[config.mk]
export PLATFORM = sky130hd
export DESIGN_NAME = sram_stream_loader
export DESIGN_NICKNAME = d
export VERILOG_FILES = /design/src/rtl/sram_stream_loader.sv
export SDC_FILE = /design/constraint.sdc
export NUM_CORES = 1
export LEC_CHECK = 0
export ABC_AREA = 1
export CAP_MARGIN = 20
export CORE_MARGIN = 4
export CORE_UTILIZATION = 48
export CTS_CLUSTER_DIAMETER = 200
export DETAILED_ROUTE_END_ITERATION = 10
export GPL_TIMING_DRIVEN = 0
export PLACE_DENSITY = 0.88
export SLEW_MARGIN = 20
export SYNTH_ARGS = -nofsm -noshare
export SYNTH_HDL_FRONTEND = slang
export SYNTH_SLANG_ARGS = --single-unit
export TNS_END_PERCENT = 50
[constraint.sdc]
create_clock -name clk -period 2.4 [get_ports clk]
set_input_delay 0.48 -clock clk [delete_from_list [all_inputs] [get_ports clk]]
set_output_delay 0.48 -clock clk [all_outputs]
set_load 0.01 [all_outputs]
[src/rtl/sram_stream_loader.sv]
// Stream-to-SRAM DMA stage: loads AXI4-Stream words into feature/kernel SRAM
// and drains feature SRAM back out through a 4-deep credit-managed output FIFO.
module sram_stream_loader #(
  parameter int unsigned DATA_WIDTH   = 32,
  parameter int unsigned FRAM_BYTE_AW = 14,
  parameter int unsigned KRAM_BYTE_AW = 14,
  parameter int unsigned LEN_WIDTH    = 16
) (
  input  logic                    clk,
  input  logic                    rst_n,
  input  logic                    hold,
  input  logic                    cmd_valid,
  output logic                    cmd_ready,
  input  logic                    cmd_dir,
  input  logic                    cmd_target,
  input  logic [31:0]             cmd_baseaddr,
  input  logic [LEN_WIDTH-1:0]    cmd_len,
  input  logic [DATA_WIDTH-1:0]   s_axis_tdata,
  input  logic                    s_axis_tvalid,
  output logic                    s_axis_tready,
  input  logic                    s_axis_tlast,
  output logic [DATA_WIDTH-1:0]   m_axis_tdata,
  output logic                    m_axis_tvalid,
  input  logic                    m_axis_tready,
  output logic                    m_axis_tlast,
  output logic [FRAM_BYTE_AW-1:0] fram_addr_byteidx,
  output logic [DATA_WIDTH-1:0]   fram_wdata,
  output logic                    fram_we,
  output logic                    fram_en,
  input  logic [DATA_WIDTH-1:0]   fram_rdata,
  output logic [KRAM_BYTE_AW-1:0] kram_addr_byteidx,
  output logic [DATA_WIDTH-1:0]   kram_wdata,
  output logic                    kram_we,
  output logic                    kram_en,
  input  logic [DATA_WIDTH-1:0]   kram_rdata,
  output logic                    busy,
  output logic                    done,
  output logic                    err
);
  localparam int unsigned ADDR_W     = (FRAM_BYTE_AW > KRAM_BYTE_AW) ? FRAM_BYTE_AW : KRAM_BYTE_AW;
  localparam int unsigned FIFO_DEPTH = 4;
  localparam int unsigned PTR_W      = 2;
  localparam int unsigned CNT_W      = 3;
  localparam int unsigned SUM_W      = 4;

  typedef enum logic [1:0] {S_IDLE, S_LOAD, S_DRAIN} state_t;

  state_t                state;
  logic [ADDR_W-1:0]     addr;
  logic                  target;
  logic [LEN_WIDTH-1:0]  issue_rem;
  logic [LEN_WIDTH-1:0]  out_rem;
  logic [DATA_WIDTH-1:0] fifo_mem [FIFO_DEPTH];
  logic [PTR_W-1:0]      wr_ptr;
  logic [PTR_W-1:0]      rd_ptr;
  logic [CNT_W-1:0]      fifo_cnt;
  logic                  rd_vld;

  logic                  accept;
  logic                  beat;
  logic                  pop;
  logic                  push;
  logic                  rd_issue;
  logic [SUM_W-1:0]      credit_used;
  logic [CNT_W-1:0]      cnt_n;
  logic [PTR_W-1:0]      rd_ptr_n;
  logic [LEN_WIDTH-1:0]  out_rem_n;
  logic [DATA_WIDTH-1:0] head_data_n;
  logic [ADDR_W-1:0]     base_aligned;
  logic                  unused_ok;

  // Handshakes, read credit and next FIFO head (bypass when the pushed word becomes head)
  always_comb begin
    accept       = cmd_valid & cmd_ready;
    beat         = s_axis_tvalid & s_axis_tready;
    pop          = m_axis_tvalid & m_axis_tready;
    push         = rd_vld;
    credit_used  = SUM_W'(fifo_cnt) + SUM_W'(fram_en & ~fram_we) + SUM_W'(rd_vld);
    rd_issue     = (state == S_DRAIN) && (issue_rem != '0) && (credit_used < SUM_W'(FIFO_DEPTH));
    cnt_n        = fifo_cnt + CNT_W'(push) - CNT_W'(pop);
    rd_ptr_n     = rd_ptr + PTR_W'(pop);
    out_rem_n    = out_rem - LEN_WIDTH'(pop);
    head_data_n  = (push && (fifo_cnt == CNT_W'(pop))) ? fram_rdata : fifo_mem[rd_ptr_n];
    base_aligned = {cmd_baseaddr[ADDR_W-1:2], 2'b00};
    unused_ok    = ^{kram_rdata, cmd_baseaddr};
  end

  always_ff @(posedge clk or negedge rst_n) begin
    if (!rst_n) begin
      state             <= S_IDLE;
      addr              <= '0;
      target            <= 1'b0;
      issue_rem         <= '0;
      out_rem           <= '0;
      for (int i = 0; i < int'(FIFO_DEPTH); i++) fifo_mem[i] <= '0;
      wr_ptr            <= '0;
      rd_ptr            <= '0;
      fifo_cnt          <= '0;
      rd_vld            <= 1'b0;
      cmd_ready         <= 1'b0;
      s_axis_tready     <= 1'b0;
      m_axis_tdata      <= '0;
      m_axis_tvalid     <= 1'b0;
      m_axis_tlast      <= 1'b0;
      fram_addr_byteidx <= '0;
      fram_wdata        <= '0;
      fram_we           <= 1'b0;
      fram_en           <= 1'b0;
      kram_addr_byteidx <= '0;
      kram_wdata        <= '0;
      kram_we           <= 1'b0;
      kram_en           <= 1'b0;
      busy              <= 1'b0;
      done              <= 1'b0;
      err               <= 1'b0;
    end else begin
      done      <= 1'b0;
      cmd_ready <= 1'b0;
      fram_en   <= 1'b0;
      fram_we   <= 1'b0;
      kram_en   <= 1'b0;
      kram_we   <= 1'b0;
      rd_vld    <= fram_en & ~fram_we;

      // Output FIFO: BRAM read data lands one cycle after the read strobe
      if (push) begin
        fifo_mem[wr_ptr] <= fram_rdata;
        wr_ptr           <= wr_ptr + PTR_W'(1);
      end
      rd_ptr        <= rd_ptr_n;
      fifo_cnt      <= cnt_n;
      out_rem       <= out_rem_n;
      m_axis_tvalid <= (cnt_n != '0);
      m_axis_tlast  <= (cnt_n != '0) && (out_rem_n == LEN_WIDTH'(1));
      if (cnt_n != '0) m_axis_tdata <= head_data_n;

      case (state)
        S_IDLE: begin
          cmd_ready <= ~hold;
          busy      <= 1'b0;
          if (accept) begin
            err <= 1'b0;
            if (cmd_len == '0) begin
              done <= 1'b1;
            end else if (cmd_dir) begin
              // First read goes out with the accept so data is ready two cycles later
              state             <= S_DRAIN;
              cmd_ready         <= 1'b0;
              busy              <= 1'b1;
              fram_en           <= 1'b1;
              fram_addr_byteidx <= base_aligned[FRAM_BYTE_AW-1:0];
              addr              <= base_aligned + ADDR_W'(4);
              issue_rem         <= cmd_len - LEN_WIDTH'(1);
              out_rem           <= cmd_len;
            end else begin
              state         <= S_LOAD;
              cmd_ready     <= 1'b0;
              busy          <= 1'b1;
              s_axis_tready <= 1'b1;
              target        <= cmd_target;
              addr          <= base_aligned;
              issue_rem     <= cmd_len;
            end
          end
        end
        S_LOAD: begin
          if (beat) begin
            if (target) begin
              kram_en           <= 1'b1;
              kram_we           <= 1'b1;
              kram_addr_byteidx <= addr[KRAM_BYTE_AW-1:0];
              kram_wdata        <= s_axis_tdata;
            end else begin
              fram_en           <= 1'b1;
              fram_we           <= 1'b1;
              fram_addr_byteidx <= addr[FRAM_BYTE_AW-1:0];
              fram_wdata        <= s_axis_tdata;
            end
            if ((issue_rem == LEN_WIDTH'(1)) ? !s_axis_tlast : s_axis_tlast) err <= 1'b1;
            addr          <= addr + ADDR_W'(4);
            issue_rem     <= issue_rem - LEN_WIDTH'(1);
            s_axis_tready <= (issue_rem != LEN_WIDTH'(1));
          end else if (issue_rem == '0) begin
            state     <= S_IDLE;
            done      <= 1'b1;
            busy      <= 1'b0;
            cmd_ready <= ~hold;
          end
        end
        S_DRAIN: begin
          if (rd_issue) begin
            fram_en           <= 1'b1;
            fram_addr_byteidx <= addr[FRAM_BYTE_AW-1:0];
            addr              <= addr + ADDR_W'(4);
            issue_rem         <= issue_rem - LEN_WIDTH'(1);
          end
          if (pop && (out_rem == LEN_WIDTH'(1))) begin
            state     <= S_IDLE;
            done      <= 1'b1;
            busy      <= 1'b0;
            cmd_ready <= ~hold;
          end
        end
        default: state <= S_IDLE;
      endcase
    end
  end
endmodule

==> results.py, run 1 <==
metrics = {
    "logic_synthesis": {
        "yosysSeqAreaShare_pct": 50.8,
        "synth_edf_count": 0,
        "ys_ff_latch": 314,
        "post_synth.cell_area_avg_sq_um": 7.87,
        "synth_flop_cell": "dfrtp_1",
        "syn-cell-area_sq_um": 15500,
        "yosys_warnings": 0,
        "synth_cells": 1963,
        "async_reset_ff_share_pct": 100,
        "synth.distinct_cells": 39,
    },
    "run": {
        "maxCapViolCount": 0,
    },
    "grt": {
        "gr-total-overflow": 0,
        "grt_max_degree": 99,
        "antenna_found_initial": 1,
        "grt_pass1_vias": 14900,
        "grtUsageTotal_pct": 26.5,
        "grt_pass1_wl_mm": 76.8,
    },
    "setup_path": {
        "path_max_fanout": 6,
        "r2r_cells": 14,
        "max_stage_delay_ns": 0.56,
        "r2r_slack_ns": -0.25,
        "worst_ep_required_time_ns": 2.80,
        "startpoint_type": "flip-flop",
        "endpoint_kind": "flip-flop",
        "reg2reg_to": "m_axis_tdata[29]",
        "crit_path_cell_trace": "nand2_4, inv_4, ha_4, inv_2, ha_4, inv_2, fa_1, nand2_2, nor2_4, clkinvlp_4, buf_12, clkbuf_16, o211ai_1, nand2_1",
        "criticalPathCategory": "flip-flop to flip-flop",
        "arrival_ns": 3.05,
        "cp-startpoint": "m_axis_tvalid",
        "slowest_stage": "fa_1",
        "rr_startpoint": "m_axis_tvalid",
    },
    "cells_and_area": {
        "nNetsFinal": 2425,
        "layout_commonest_cell": "nand2_1",
        "drive_above_1_share_pct": 6.15,
        "layoutNonFillerInstCount": 2678,
        "final_cell_mix": "nand2_1, o21ai_0, dfrtp_1, clkdlybuf4s50_1, inv_1",
        "nFillCells": 2553,
        "area_delta_synth_final_pct": 28.4,
    },
    "detailed_routing": {
        "num_vias": 14700,
        "drtAntennaViolNets": 0,
        "drcViolationCount": 0,
        "vias_per_cell": 5.50,
        "wirelength_mm": 47.6,
        "firstDrtPassIters": 7,
        "drtIter0Drc": 1494,
        "wl_per_cell_microns": 17.8,
    },
    "clock_tree": {
        "tritoncts": "done",
        "clk_pin_slew_ns": 0.06,
        "cts_buffers": 36,
        "clk_path_buf_depth": 3,
        "clkLatencyLatePin_ns": 0.52,
        "root_buffer": "clkbuf_16",
        "h-tree-depth": 2,
        "clkSinkCount": 314,
    },
    "floorplanning": {
        "die_x_microns": 187,
        "die_h_microns": 187,
        "ios": 288,
        "coreArea_sq_um": 31600,
        "die-area_sq_um": 35100,
        "row_count": 65,
        "initial_utilization_pct": 48.8,
    },
    "timing": {
        "fmax_mhz": 377,
        "maxSlewHeadroom_pct": 56.7,
        "worstMarginPinSlew_ns": 0.647,
        "grt_setup_unrepaired": "true",
        "layout_setup_ws_ns": -0.254,
        "drv_slew": 0,
        "finalSetupTns_ns": -6.90,
        "whs_ns": 0.435,
        "period_share_pct": 111,
        "min_period_ns": 2.65,
        "hold_viol": 0,
        "setup_viol": 33,
        "clock_skew_ns": 0.0203,
    },
    "outcome": {
        "violations": "negative setup slack",
        "status": "complete, but fails checks",
    },
    "hold_path": {
        "holdCritPathClass": "input port to asynchronous set/reset pin",
    },
    "place": {
        "pre_cts_ws_ns": -1.35,
        "gp_congestion": 0.898,
        "placed_cells": 2602,
        "port_buffers": 233,
        "dp_hpwl_mm": 33.7,
    },
    "power": {
        "power.total_mw": 28.8,
        "ir_worst_vdd_uv": 916,
        "power_density_nw_per_um2": 1450,
        "p_leak_nw": 9.81,
    },
}
what timing repair did:
action	4_1_cts	5_1_grt
hold buffers	1	0
endpoints found under the setup margin	34	40
endpoints found under the hold margin	43	0
gates resized for setup	25	2
gates cloned	2	0
pin swaps	31	19
buffers inserted	10	0
registers in the layout, summed over array words and instances (netlist names), 2 cells and up:
signal,flops
addr,12
fram_wdata,32
issue_rem,16
wr_ptr,2
rd_ptr,2
state,2
kram_wdata,32
fifo_mem,128
kram_addr_byteidx,12
fifo_cnt,3
fram_addr_byteidx,13
m_axis_tdata,32
out_rem,16
power breakdown:
part | total, mW | switching, mW | internal, mW
Sequential | 9.55 | 1.69 | 7.86
Clock | 5.68 | 2.23 | 3.45
Combinational | 13.6 | 7.84 | 5.77
Total | 28.8 | 11.8 | 17.1
kinds of logic (layout without fill, tap and decap cells):
logic type      after synthesis  after routing  synth area share (%)
mux                          33             33                  2.14
xor+xnor                     13             13                 0.737
compound gates              397            397                  13.5
simple gates                873            873                  22.8
buf+inv                     310            621                  8.14
fa+ha+maj                    22             22                  1.83
other cells                   1              3                0.0243
flops                       314            314                  50.8
how the worst max path moves through the flow:
| stage | to | slack, ns | cells past startpoint |
|---|---|---|---|
| global route | m_axis_tdata[7] | -0.34 | 14 |
| detailed placement | m_axis_tdata[29] | -1.35 | 14 |
| CTS | m_axis_tdata[29] | -0.23 | 14 |
| floorplan | m_axis_tdata[19] | 0.02 | 13 |
| global placement | fram_wdata[7] | -12.48 | 1 |
| finish | m_axis_tdata[29] | -0.25 | 14 |
synth_stat cells, drive strengths merged (2+ instances only):
cell | instances | area, sq um
clkbuf | 55 | 206
nand4 | 23 | 144
nand3 | 64 | 335
a21oi | 16 | 80.1
o211ai | 32 | 240
ha | 21 | 263
o21bai | 2 | 15.0
dfrtp | 314 | 7860
buf | 40 | 241
nor2 | 94 | 375
nor3 | 16 | 85.1
xor2 | 6 | 52.6
o21ai | 340 | 1700
nand3b | 4 | 30.0
nand2 | 671 | 2550
inv | 215 | 810
a31oi | 3 | 18.8
mux2i | 33 | 330
xnor2 | 7 | 61.3
critical path: cells and delay by family (launching register included):
family / cells / cell delay (ns)
adder cells (fa/ha/maj): 3 / 0.89
buffers and inverters: 6 / 0.63
AND/OR/NAND/NOR: 4 / 0.50
flip-flops: 1 / 0.41
AO/OA/AOI/OAI: 1 / 0.11
cell type report:
cell class                 count  area, sq um  area share (%)
buffer                        94          504            2.54
tap                          402          503            2.53
clock buffer                  51         1070            5.39
multi-input combinational   1340         6380            32.2
timing repair buffer         249         2540            12.8
inverter                     215          818            4.12
antenna                        1         2.50          0.0126
clock inverter                12          165           0.832
sequential                   314         7860            39.6
metrics by stage:
| stage | utilization, % | instance area, sq um |
|---|---|---|
| 6_report | 62.7 | 19800 |
| 3_5_place_dp | 58.1 | 18400 |
| 2_1_floorplan | - | 15500 |
| 3_3_place_gp | 57.9 | 18300 |
| 5_1_grt | 62.7 | 19800 |
| 4_1_cts | 62.7 | 19800 |
metal layers:
metal | GRT usage (%) | up-vias | part of all wire (%)
li1 | - | 6851 | -
met1 | 33.9 | 7000 | 40
met2 | 44.1 | 751 | 48
met3 | 5.71 | 140 | 8.3
met4 | 10.8 | 0 | 4.1
met5 | 0 | - | 0
Power figures use the tool's default switching activity.
==> run 2: changes to the inputs <==
--- a/config.mk
+++ b/config.mk
@@ -13,6 +13,7 @@
 export DETAILED_ROUTE_END_ITERATION = 10
 export GPL_TIMING_DRIVEN = 0
 export PLACE_DENSITY = 0.88
+export SKIP_CTS_REPAIR_TIMING = 1
 export SLEW_MARGIN = 20
 export SYNTH_ARGS = -nofsm -noshare
 export SYNTH_HDL_FRONTEND = slang
==> run 2 against run 1 <==
The flow still finishes with violations (negative setup slack). Non-clock buffer count down 2. Die area did not move. Critical path depth did not move.
==> results.py, run 2 (same netlist as run 1, synthesis figures left out) <==
metrics = {
    "floorplanning": {
        "die-area_sq_um": 35100,
        "die_x_microns": 187,
        "initial_utilization_pct": 48.8,
        "coreArea_sq_um": 31600,
        "row_count": 65,
        "ios": 288,
        "die_h_microns": 187,
    },
    "grt": {
        "grtUsageTotal_pct": 26.0,
        "antenna_found_initial": 1,
        "grt_pass1_vias": 14700,
        "grt_max_degree": 99,
        "gr-total-overflow": 0,
        "grt_pass1_wl_mm": 75.7,
    },
    "timing": {
        "hold_viol": 0,
        "setup_viol": 34,
        "whs_ns": 0.437,
        "min_period_ns": 2.72,
        "worstMarginPinSlew_ns": 0.657,
        "period_share_pct": 113,
        "maxSlewHeadroom_pct": 56.1,
        "grt_setup_unrepaired": "true",
        "finalSetupTns_ns": -9.13,
        "fmax_mhz": 368,
        "drv_slew": 0,
        "layout_setup_ws_ns": -0.321,
        "clock_skew_ns": 0.0216,
    },
    "power": {
        "p_leak_nw": 9.81,
        "ir_worst_vdd_uv": 919,
        "power_density_nw_per_um2": 1450,
    },
    "place": {
        "dp_hpwl_mm": 33.7,
        "port_buffers": 233,
        "gp_congestion": 0.898,
    },
    "cells_and_area": {
        "largest_reg_flops": 128,
        "fin_util_pct": 62.7,
        "final_cell_mix": "nand2_1, o21ai_0, dfrtp_1, clkdlybuf4s50_1, inv_1",
        "nFillCells": 2543,
        "area_delta_synth_final_pct": 28.4,
        "drive_above_1_share_pct": 6.03,
        "regMostFlops": "fifo_mem",
        "nNetsFinal": 2423,
        "layout_commonest_cell": "nand2_1",
    },
    "setup_path": {
        "arrival_ns": 3.12,
        "path_max_fanout": 9,
        "criticalPathCategory": "flip-flop to flip-flop",
        "endpoint_kind": "flip-flop",
        "slowest_stage": "fa_1",
        "worst_ep_required_time_ns": 2.80,
        "startpoint_type": "flip-flop",
        "max_stage_delay_ns": 0.56,
        "critical-path-top-delay-family": "adder cells",
        "worst-path-buf-inv": 7,
        "crit_path_cell_trace": "buf_4, inv_4, ha_4, inv_4, ha_4, inv_2, fa_1, nand2_2, nor2_4, clkinvlp_4, buf_12, buf_8, o211ai_1, nand2_1",
    },
    "clock_tree": {
        "tritoncts": "done",
        "h-tree-depth": 2,
        "clk_path_buf_depth": 3,
        "clkSinkCount": 314,
        "cts_buffers": 36,
        "clkLatencyLatePin_ns": 0.52,
        "root_buffer": "clkbuf_16",
        "clk_pin_slew_ns": 0.06,
    },
    "detailed_routing": {
        "wirelength_mm": 47.4,
        "drtAntennaViolNets": 0,
        "firstDrtPassIters": 5,
        "wl_per_cell_microns": 17.7,
        "drtIter0Drc": 1448,
        "vias_per_cell": 5.44,
        "num_vias": 14600,
        "drcViolationCount": 0,
    },
    "outcome": {
        "violations": "negative setup slack",
        "status": "complete, but fails checks",
    },
    "hold_path": {
        "holdCritPathClass": "input port to asynchronous set/reset pin",
    },
    "run": {
        "maxCapViolCount": 0,
    },
}
[run 2: changes by cell type in the layout (fill, tap and decap cells not counted), moves of 2 or more]
| cell | change |
|---|---|
| buf_4 | -4 |
| clkbuf_8 | -3 |
| buf_6 | +2 |
| buf_8 | +2 |
[run 2: final cells by class]
| class | count | area, sq um | share of cell area [%] |
|---|---|---|---|
| diodes | 1 | 2.50 | 0.0126 |
| plain buffers | 95 | 482 | 2.43 |
| clock buffers | 51 | 1070 | 5.39 |
| clock inverters | 12 | 165 | 0.832 |
| inverters | 215 | 821 | 4.14 |
| multi-input cells | 1340 | 6380 | 32.2 |
| flip-flops and latches | 314 | 7860 | 39.6 |
| well taps | 402 | 503 | 2.54 |
| repair buffers | 246 | 2550 | 12.9 |
[run 2: worst register-to-register path, stage by stage, from the launching register on]
cell	delay [ns]
dfrtp_1	0.36
buf_4	0.17
inv_4	0.08
ha_4	0.21
inv_4	0.05
ha_4	0.11
inv_2	0.03
fa_1	0.56
nand2_2	0.08
nor2_4	0.26
clkinvlp_4	0.21
buf_12	0.18
buf_8	0.14
o211ai_1	0.10
nand2_1	0.09
[run 2: final timing paths]
path	startpoint	end	slack, ns	cells after the start
worst min register to register	m_axis_tdata[20]	m_axis_tdata[20]	0.47	2
min in group clk	m_axis_tdata[20]	m_axis_tdata[20]	0.47	2
worst min-delay path	rst_n	m_axis_tdata[7]	0.44	2
worst max register to register	push	m_axis_tdata[29]	-0.32	14
worst max-delay path	push	m_axis_tdata[29]	-0.32	14
max in group asynchronous	rst_n	fram_addr_byteidx[11]	0.71	4
[run 2: stage by stage]
| step | cells | worst slack, ns | cell area (sq um) | total power [mW] |
|---|---|---|---|---|
| after floorplan | 1964 | 0.0173 | 15500 | 17.1 |
| after global placement | 2599 | -12.48 | 18300 | 21.6 |
| after detailed placement | 2602 | -1.35 | 18400 | 22.2 |
| after CTS | 2665 | -0.834 | 19600 | 28.1 |
| after global routing | 2676 | -0.417 | 19800 | 30.9 |
| final | 2676 | -0.321 | 19800 | 28.8 |
[run 2: power by group]
part	internal (mW)	switching [mW]
registers	7.86	1.70
clock network	3.45	2.24
logic	5.76	7.83
total	17.1	11.8
[run 2: layer usage]
metal	share of wire (%)	vias to the layer above	GRT usage, %	wire length [microns]
li1	-	6846	-	-
met1	40	6906	33.5	19000
met2	48	691	43.7	22800
met3	8.0	127	5.56	3800
met4	3.8	0	9.57	1820
met5	0	-	0	0
==> run 3: changes to the inputs <==
--- a/config.mk
+++ b/config.mk
@@ -9,7 +9,6 @@
 export CAP_MARGIN = 20
 export CORE_MARGIN = 4
 export CORE_UTILIZATION = 48
-export CTS_CLUSTER_DIAMETER = 200
 export DETAILED_ROUTE_END_ITERATION = 10
 export GPL_TIMING_DRIVEN = 0
 export PLACE_DENSITY = 0.88
==> results of run 3 <==
Final layout, timing and power as in run 2 (identical DEF).
